[src/rtl/fpu_sched_if.sv]
// Requester, shared-FPU and response signals of the FPU scheduler.
// The slave modport is the scheduler side; master is the environment side.
interface fpu_sched_if #(
    parameter int unsigned BIT_SIZE = 15
);
    localparam int unsigned DW = BIT_SIZE + 1;

    logic [1:0]    req_valid;
    logic [1:0]    req_ready;
    logic [2:0]    req_op0;
    logic [2:0]    req_op1;
    logic [1:0]    req_rmode0;
    logic [1:0]    req_rmode1;
    logic [DW-1:0] req_opa0;
    logic [DW-1:0] req_opb0;
    logic [DW-1:0] req_opa1;
    logic [DW-1:0] req_opb1;

    logic [2:0]    fpu_op;
    logic [1:0]    fpu_rmode;
    logic [DW-1:0] fpu_opa;
    logic [DW-1:0] fpu_opb;
    logic [DW-1:0] fpu_out;
    logic [7:0]    fpu_flags;

    logic          rsp_valid;
    logic          rsp_ready;
    logic          rsp_id;
    logic [DW-1:0] rsp_data;
    logic [7:0]    rsp_flags;
    logic          rsp_err;

    modport slave (
        input  req_valid, req_op0, req_op1, req_rmode0, req_rmode1,
               req_opa0, req_opb0, req_opa1, req_opb1,
               fpu_out, fpu_flags, rsp_ready,
        output req_ready, fpu_op, fpu_rmode, fpu_opa, fpu_opb,
               rsp_valid, rsp_id, rsp_data, rsp_flags, rsp_err
    );

    modport master (
        output req_valid, req_op0, req_op1, req_rmode0, req_rmode1,
               req_opa0, req_opb0, req_opa1, req_opb1,
               fpu_out, fpu_flags, rsp_ready,
        input  req_ready, fpu_op, fpu_rmode, fpu_opa, fpu_opb,
               rsp_valid, rsp_id, rsp_data, rsp_flags, rsp_err
    );
endinterface

[src/rtl/fpu_sched.sv]
// Two-requester round-robin scheduler for one shared multi-cycle FPU.
// One operation in flight; illegal op codes are answered without using the FPU.
module fpu_sched #(
    parameter int unsigned BIT_SIZE    = 15,
    parameter int unsigned FPU_LATENCY = 4,
    parameter int unsigned DIV_LATENCY = 16
) (
    input  logic        clk,
    input  logic        rst_n,
    fpu_sched_if.slave  bus
);
    localparam int unsigned DW    = BIT_SIZE + 1;
    localparam int unsigned MAX_L = (DIV_LATENCY > FPU_LATENCY) ? DIV_LATENCY : FPU_LATENCY;
    localparam int unsigned CW    = $clog2(MAX_L + 1);
    localparam logic [CW-1:0] FPU_CNT = CW'(FPU_LATENCY - 1);
    localparam logic [CW-1:0] DIV_CNT = CW'(DIV_LATENCY - 1);

    typedef enum logic [1:0] {IDLE, BUSY, RESP} state_t;

    state_t        state;
    state_t        state_nxt;
    logic          last_served;
    logic          grant;
    logic          accept;
    logic          op_legal;
    logic [1:0]    ready_c;
    logic [CW-1:0] cnt;

    logic [2:0]    sel_op;
    logic [1:0]    sel_rmode;
    logic [DW-1:0] sel_opa;
    logic [DW-1:0] sel_opb;

    logic [2:0]    fpu_op_q;
    logic [1:0]    fpu_rmode_q;
    logic [DW-1:0] fpu_opa_q;
    logic [DW-1:0] fpu_opb_q;
    logic          rsp_valid_q;
    logic          rsp_id_q;
    logic [DW-1:0] rsp_data_q;
    logic [7:0]    rsp_flags_q;
    logic          rsp_err_q;

    // Arbitration: a lone requester wins, a tie goes to the one not served last
    always_comb begin
        grant = 1'b0;
        case (bus.req_valid)
            2'b10:   grant = 1'b1;
            2'b11:   grant = ~last_served;
            default: grant = 1'b0;
        endcase
        sel_op    = grant ? bus.req_op0 : bus.req_op0;
        sel_op    = grant ? bus.req_op1    : bus.req_op0;
        sel_rmode = grant ? bus.req_rmode1 : bus.req_rmode0;
        sel_opa   = grant ? bus.req_opa1   : bus.req_opa0;
        sel_opb   = grant ? bus.req_opb1   : bus.req_opb0;
        op_legal  = (sel_op <= 3'd5);
    end

    always_ff @(posedge clk or negedge rst_n) begin
        if (!rst_n) state <= IDLE;
        else        state <= state_nxt;
    end

    always_comb begin
        state_nxt = state;
        unique case (state)
            IDLE: if (accept) state_nxt = op_legal ? BUSY : RESP;
            BUSY: if (cnt == '0) state_nxt = RESP;
            RESP: if (bus.rsp_ready) state_nxt = IDLE;
            default: state_nxt = IDLE;
        endcase
    end

    // Ready is held low while reset is asserted even though state already reads IDLE
    always_comb begin
        accept  = 1'b0;
        ready_c = 2'b00;
        if (state == IDLE && rst_n && (|bus.req_valid)) begin
            accept  = 1'b1;
            ready_c = grant ? 2'b10 : 2'b01;
        end
    end

    always_ff @(posedge clk or negedge rst_n) begin
        if (!rst_n) begin
            last_served <= 1'b1;
            cnt         <= '0;
            fpu_op_q    <= '0;
            fpu_rmode_q <= '0;
            fpu_opa_q   <= '0;
            fpu_opb_q   <= '0;
            rsp_valid_q <= 1'b0;
            rsp_id_q    <= 1'b0;
            rsp_data_q  <= '0;
            rsp_flags_q <= '0;
            rsp_err_q   <= 1'b0;
        end else begin
            rsp_valid_q <= (state_nxt == RESP);
            if (accept) begin
                last_served <= grant;
                rsp_id_q    <= grant;
                fpu_op_q    <= sel_op;
                fpu_rmode_q <= sel_rmode;
                fpu_opa_q   <= sel_opa;
                fpu_opb_q   <= sel_opb;
                cnt         <= (sel_op == 3'd3) ? DIV_CNT : FPU_CNT;
                if (!op_legal) begin
                    rsp_data_q  <= '0;
                    rsp_flags_q <= '0;
                    rsp_err_q   <= 1'b1;
                end
            end else if (state == BUSY) begin
                if (cnt == '0) begin
                    rsp_data_q  <= bus.fpu_out;
                    rsp_flags_q <= bus.fpu_flags;
                    rsp_err_q   <= 1'b0;
                end else begin
                    cnt <= cnt - 1'b1;
                end
            end
        end
    end

    assign bus.req_ready = ready_c;
    assign bus.fpu_op    = fpu_op_q;
    assign bus.fpu_rmode = fpu_rmode_q;
    assign bus.fpu_opa   = fpu_opa_q;
    assign bus.fpu_opb   = fpu_opb_q;
    assign bus.rsp_valid = rsp_valid_q;
    assign bus.rsp_id    = rsp_id_q;
    assign bus.rsp_data  = rsp_data_q;
    assign bus.rsp_flags = rsp_flags_q;
    assign bus.rsp_err   = rsp_err_q;
endmodule
[src/flat_wrapper.sv]
// flat-port wrapper written by rule: the top's interface ports become plain ports
module fpu_sched_flat 
#(
    parameter int unsigned BIT_SIZE    = 15,
    parameter int unsigned FPU_LATENCY = 4,
    parameter int unsigned DIV_LATENCY = 16
)
  (clk, rst_n, bus_req_valid, bus_req_op0, bus_req_op1, bus_req_rmode0, bus_req_rmode1, bus_req_opa0, bus_req_opb0, bus_req_opa1, bus_req_opb1, bus_fpu_out, bus_fpu_flags, bus_rsp_ready, bus_req_ready, bus_fpu_op, bus_fpu_rmode, bus_fpu_opa, bus_fpu_opb, bus_rsp_valid, bus_rsp_id, bus_rsp_data, bus_rsp_flags, bus_rsp_err);
  fpu_sched_if #(.BIT_SIZE(BIT_SIZE)) bus_i ();
  input  logic clk;
  input  logic rst_n;
  input wire logic [$bits(bus_i.req_valid)-1:0] bus_req_valid;
  input wire logic [$bits(bus_i.req_op0)-1:0] bus_req_op0;
  input wire logic [$bits(bus_i.req_op1)-1:0] bus_req_op1;
  input wire logic [$bits(bus_i.req_rmode0)-1:0] bus_req_rmode0;
  input wire logic [$bits(bus_i.req_rmode1)-1:0] bus_req_rmode1;
  input wire logic [$bits(bus_i.req_opa0)-1:0] bus_req_opa0;
  input wire logic [$bits(bus_i.req_opb0)-1:0] bus_req_opb0;
  input wire logic [$bits(bus_i.req_opa1)-1:0] bus_req_opa1;
  input wire logic [$bits(bus_i.req_opb1)-1:0] bus_req_opb1;
  input wire logic [$bits(bus_i.fpu_out)-1:0] bus_fpu_out;
  input wire logic [$bits(bus_i.fpu_flags)-1:0] bus_fpu_flags;
  input wire logic [$bits(bus_i.rsp_ready)-1:0] bus_rsp_ready;
  output wire logic [$bits(bus_i.req_ready)-1:0] bus_req_ready;
  output wire logic [$bits(bus_i.fpu_op)-1:0] bus_fpu_op;
  output wire logic [$bits(bus_i.fpu_rmode)-1:0] bus_fpu_rmode;
  output wire logic [$bits(bus_i.fpu_opa)-1:0] bus_fpu_opa;
  output wire logic [$bits(bus_i.fpu_opb)-1:0] bus_fpu_opb;
  output wire logic [$bits(bus_i.rsp_valid)-1:0] bus_rsp_valid;
  output wire logic [$bits(bus_i.rsp_id)-1:0] bus_rsp_id;
  output wire logic [$bits(bus_i.rsp_data)-1:0] bus_rsp_data;
  output wire logic [$bits(bus_i.rsp_flags)-1:0] bus_rsp_flags;
  output wire logic [$bits(bus_i.rsp_err)-1:0] bus_rsp_err;
  assign bus_i.req_valid = bus_req_valid;
  assign bus_i.req_op0 = bus_req_op0;
  assign bus_i.req_op1 = bus_req_op1;
  assign bus_i.req_rmode0 = bus_req_rmode0;
  assign bus_i.req_rmode1 = bus_req_rmode1;
  assign bus_i.req_opa0 = bus_req_opa0;
  assign bus_i.req_opb0 = bus_req_opb0;
  assign bus_i.req_opa1 = bus_req_opa1;
  assign bus_i.req_opb1 = bus_req_opb1;
  assign bus_i.fpu_out = bus_fpu_out;
  assign bus_i.fpu_flags = bus_fpu_flags;
  assign bus_i.rsp_ready = bus_rsp_ready;
  assign bus_req_ready = bus_i.req_ready;
  assign bus_fpu_op = bus_i.fpu_op;
  assign bus_fpu_rmode = bus_i.fpu_rmode;
  assign bus_fpu_opa = bus_i.fpu_opa;
  assign bus_fpu_opb = bus_i.fpu_opb;
  assign bus_rsp_valid = bus_i.rsp_valid;
  assign bus_rsp_id = bus_i.rsp_id;
  assign bus_rsp_data = bus_i.rsp_data;
  assign bus_rsp_flags = bus_i.rsp_flags;
  assign bus_rsp_err = bus_i.rsp_err;
  fpu_sched #(.BIT_SIZE(BIT_SIZE), .FPU_LATENCY(FPU_LATENCY), .DIV_LATENCY(DIV_LATENCY)) u_core (.clk(clk), .rst_n(rst_n), .bus(bus_i));
endmodule
[config.mk]
export PLATFORM = sky130hd
export DESIGN_NAME = fpu_sched_flat
export DESIGN_NICKNAME = d
export VERILOG_FILES = /design/src/rtl/fpu_sched_if.sv /design/src/rtl/fpu_sched.sv /design/src/flat_wrapper.sv
export SDC_FILE = /design/constraint.sdc
export NUM_CORES = 1
export LEC_CHECK = 0
export CORE_AREA = 4 4 95 97
export DETAILED_ROUTE_END_ITERATION = 12
export DIE_AREA = 0 0 99 101
export PLACE_DENSITY = 0.9
export SLEW_MARGIN = 20
export SYNTH_ARGS = -nofsm -noshare
export SYNTH_HDL_FRONTEND = slang
export SYNTH_SLANG_ARGS = --single-unit
[constraint.sdc]
create_clock -name clk -period 2.2 [get_ports clk]
set_clock_uncertainty 0.2 [all_clocks]
set_input_delay 0.44 -clock clk [delete_from_list [all_inputs] [get_ports clk]]
set_output_delay 0.44 -clock clk [all_outputs]
set_load 0.01 [all_outputs]
# Word level (Yosys, flattened, before mapping)
# Index checks and enable logic that the tools add are counted.
word_totals:
  ff_bits: 72
  in_bits: 103
  out_inout_bits: 66
  word_cells: 61
classes:
  n_addsub: 1
  magnitude_cmp: 1
  n_eq_ne: 8
  n_mux: 29
  n_bitwise: 1
  n_reduce_logical: 9
ops:
  columns: ["operator", "n"]
  rows:
  - ["16-bit 2-to-1 mux", 6]
  - ["8-bit 2-to-1 mux", 4]
  - ["5-bit 2-to-1 mux", 3]
  - ["2-bit 2-to-1 mux", 7]
  - ["2-bit equality test, second input constant", 4]
  - ["2-bit one-hot mux with 3 select lines", 1]
  - ["5-bit zero test", 1]
  - ["1-bit 2-to-1 mux", 5]
  - ["5-bit by 1-bit subtractor with 5-bit output, second input constant", 1]
  - ["4-bit 2-to-1 mux", 1]
  - ["2-bit nonzero test", 2]
  - ["3-bit by 2-bit equality test with 1-bit output, second input constant", 1]
  - ["3-bit <= comparator, second input constant", 1]
  - ["3-bit 2-to-1 mux", 1]
  - ["3-bit AND reduction", 1]
  - ["2-bit by 1-bit equality test with 1-bit output, second input constant", 1]
  - ["1-bit logical AND", 2]
  - ["2-bit zero test", 1]
  - ["2-bit by 1-bit inequality test with 1-bit output, second input constant", 1]
  - ["2-bit inequality test, second input constant", 1]
  - ["1-bit one-hot mux with 2 select lines", 1]
  - ["2-bit AND reduction", 1]
  - ["2-bit OR reduction", 1]
  - ["1-bit NOT", 1]

# Logic depth before layout (Yosys ltp)
depth:
  ltp_word: 8
  depth_mapped: 8
  depth_no_buf: 6

# Worst setup path after synthesis
# OpenSTA, ideal clock, no wires.
synth_timing:
  path_kind: "in2out"
  start: "input port bus_req_valid[1]"
  end: "output port bus_req_ready[0]"
  arrival_time_ns: 1.408
  t_required_ns: 1.560
  setup_slack_ns: 0.152
  stages: 4
  path_buffers: 2
  cell_sequence: "o211ai_1 -> clkbuf_1 -> buf_1 -> nor2_1"
synth_between:
  elab_chain_cells: 4
  word_cells_on_any_way: 7
  classes_between: "eq/ne: 2; mux: 3; reduce/logical: 2"
synth_rtl:
  columns: ["item", "line_no", "source"]
  rows:
  - ["start, declared", "flat_wrapper.sv:12", "input wire logic [$bits(bus_i.req_valid)-1:0] bus_req_valid;"]
  - ["2-bit equality test", "fpu_sched.sv:47", "case (bus.req_valid)"]
  - ["1-bit one-hot mux with 2 select lines", "fpu_sched.sv:47", null]
  - ["2-bit 2-to-1 mux", "fpu_sched.sv:81", "ready_c = grant ? 2'b10 : 2'b01;"]
  - ["2-bit 2-to-1 mux *", "fpu_sched.sv:79", "if (state == IDLE && rst_n && (|bus.req_valid)) begin"]
  - ["end, declared", "flat_wrapper.sv:24", "output wire logic [$bits(bus_i.req_ready)-1:0] bus_req_ready;"]
# Mark *: on every way between the ends. The rest lies on a longest branch, timed or not.

# Worst setup path in the final report
# Same ends and word-level chain as after synthesis.

==> results.cfg <==
[run_status]
status = finished clean

[critical_path]
crit_slowest_cell = clkdlybuf4s50_1
path_buf_inv = 3
crit_start = bus_req_valid[1]
max_stage_delay_ns = 0.49
r2r-end = u_core.bus.rsp_data[7]
crit_path_start_kind = input pin
rrSetupSlack_ns = 0.12
critPathRequiredTime_ns = 1.56
worstPathArrival_ns = 1.49
path_class = input pin to output port
crit_chain = clkdlybuf4s50_1 -> o211ai_1 -> buf_4 -> nor2_1 -> buf_2
rr_worst_depth = 6
critical-path-top-delay-family = buffers and inverters
timing.rr.start = u_core.cnt[0]
crit_path_end_kind = output port
critPathMaxFanout = 3

[finish]
syn2layout_area_growth_pct = 63.6
drive_above_1_share_pct = 7.86
fillers = 642
diodes = 0
instances_no_fill = 601
layout.nets = 595

[synth]
synth_edf_count = 0
syn_nets = 425
ys_warn_count = 0
synth_cell_types = 35
yosys.area.top_type = dfrtp_1
synth_flop_cell = dfrtp_1
synth_top_area_share_pct = 55.3
yosys_register_bits = 72
synth_most_common_cell = nand2_1
syn_area_um2 = 3220
synth_cells = 321
ys_seq_area_share_pct = 56.1
avgSynthCellArea_um2 = 10.0
synth.area.top_cells = dfrtp_1 55%, mux2i_1 12%, nand2_1 11%
async_reset_ff_share_pct = 100
synth_common_cells = 93 x nand2_1, 71 x dfrtp_1, 58 x o21ai_0

[sta]
max_freq_mhz = 470
slew_violations = 0
worst_pin_slew_ns = 0.890
fin_crit_ns = 2.13
timing.slew.headroom_pct = 40.7
setup_violations = 0
min_period_over_period_pct = 96.7
finalHoldViolations = 0

[global_route]
antenna_found_initial = 0
overflow = 0
grt_pass1_wl_mm = 14.3
grt_pass1_vias = 3012
track_usage_pct = 17.8
grt_start_max_net_pins = 73

[clock_network]
cts_tree = done
cts.clk_slew.worst_paths_ns = 0.07
cts_buffers = 9
clockBufferDepth = 2
htreeDepth = 3
cts_num_sinks = 72
worstSkewPairLatency_ns = 0.32
ctsRootBufferMaster = clkbuf_8

[placement]
dp_hpwl_mm = 6.91
gp_congestion = 0.819
placed_cells = 583
numPortBuffers = 168

[route]
wl_per_cell_um = 14.5
firstDrtPassIters = 6
route.detailed.drc = 0
totalWireLength_mm = 8.70
num_vias = 2901
drtAntennaViolNets = 0
viasPerCell = 4.83
drt_iter0_drc = 59

[power_and_ir_drop]
finalPower_uw = 5930
p_leak_uw = 0.00233
p_per_area_nw_per_um2 = 1130
irDropWorstVdd_v = 0.000572

[die]
die_h_um = 101
die_w_um = 99
ios = 169
rows = 33
initial_utilization_pct = 39.5
dieArea_um2 = 10000
core_area_um2 = 8130

[flow_run]
cap_viol_max_count = 0

[min_path]
hp-class = input pin to async pin
-- final cells by class --
cell class | instances | area (µm²) | area share, %
multi-input cells | 223 | 1290 | 24.4
well taps | 105 | 131 | 2.50
flip-flops and latches | 72 | 1800 | 34.3
clock inverters | 6 | 108 | 2.05
inverters | 4 | 15.0 | 0.285
repair buffers | 181 | 1790 | 34.0
clock buffers | 10 | 128 | 2.43
-- cells by family (layout without fill, tap and decap cells) --
group | Yosys count | in the layout | share of synthesized area [%]
AOI/OAI and AO/OA | 73 | 73 | 12.2
xor gates and xnor gates | 1 | 1 | 0.272
adders and majority gates | 1 | 1 | 0.389
buffers and inverters | 26 | 201 | 4.36
DFF | 72 | 72 | 56.1
muxes | 39 | 39 | 12.1
and+or+nand+nor | 109 | 109 | 14.6
-- power by group --
| group | total, µW | switching (µW) | internal (µW) |
|---|---|---|---|
| clock | 1210 | 464 | 750 |
| combinational | 2530 | 1130 | 1400 |
| sequential | 2180 | 308 | 1870 |
| total | 5930 | 1900 | 4030 |
-- repair_timing --
item	CTS	global route
buffers inserted	1	1
setup endpoints to repair	2	4
resized for setup	9	1
endpoints found under the hold margin	0	0
hold buffers	0	0
pin swaps	1	1
-- cells in the final DEF (no fill, tap or decap), types with 2 or more instances in the layout --
master,instances
clkdlybuf4s50_1,164
nand2_1,93
dfrtp_1,71
o21ai_0,58
mux2i_1,39
buf_4,12
clkbuf_8,9
inv_1,4
o21ai_1,4
a21o_1,3
bufinv_16,3
nor2_1,2
o211ai_1,2
or3_1,2
a21oi_1,2
nor3_1,2
clkinv_2,2
buf_2,2
buf_12,2
-- state kept, by name, indices dropped and copies added (netlist names) --
register / flops
u_core.bus.rsp_err: 1
u_core.bus.fpu_op: 3
u_core.bus.fpu_opb: 16
u_core.bus.rsp_valid: 1
u_core.bus.rsp_flags: 8
u_core.cnt: 5
u_core.bus.fpu_opa: 16
u_core.bus.rsp_data: 16
u_core.last_served: 1
u_core.bus.rsp_id: 1
u_core.state: 2
u_core.bus.fpu_rmode: 2
-- through the flow --
stage,setup WS (ns),TNS (ns),area (µm²),hold slack [ns],util (%)
final,0.0729,0,5260,0.177,64.7
after CTS,0.0158,0,5260,0.201,64.7
after global placement,-0.335,-5.87,5020,0.260,61.7
after detailed placement,-0.367,-9.28,5020,0.269,61.7
after floorplan,0.152,0,3220,-0.0556,-
after global routing,-0.0121,-0.0121,5260,0.246,64.7
-- metal layers --
layer  wire length (µm)  global-route usage [%]  up-vias
li1                   -                       -     1422
met3               1010                    7.82       12
met4                148                    5.46        0
met2               4110                    29.9      137
met5                  0                       0        -
met1               3430                    20.5     1330
-- worst max-delay path by stage --
stage | depth (start not counted) | endpoint | slack (ns)
2_1_floorplan | 4 | bus_req_ready[0] | 0.15
3_3_place_gp | 4 | bus_req_ready[1] | -0.33
3_5_place_dp | 4 | bus_req_ready[0] | -0.37
4_1_cts | 4 | bus_req_ready[1] | 0.02
5_1_grt | 5 | bus_req_ready[0] | -0.01
6_report | 5 | bus_req_ready[0] | 0.07
(Power assumes the default switching activity.)
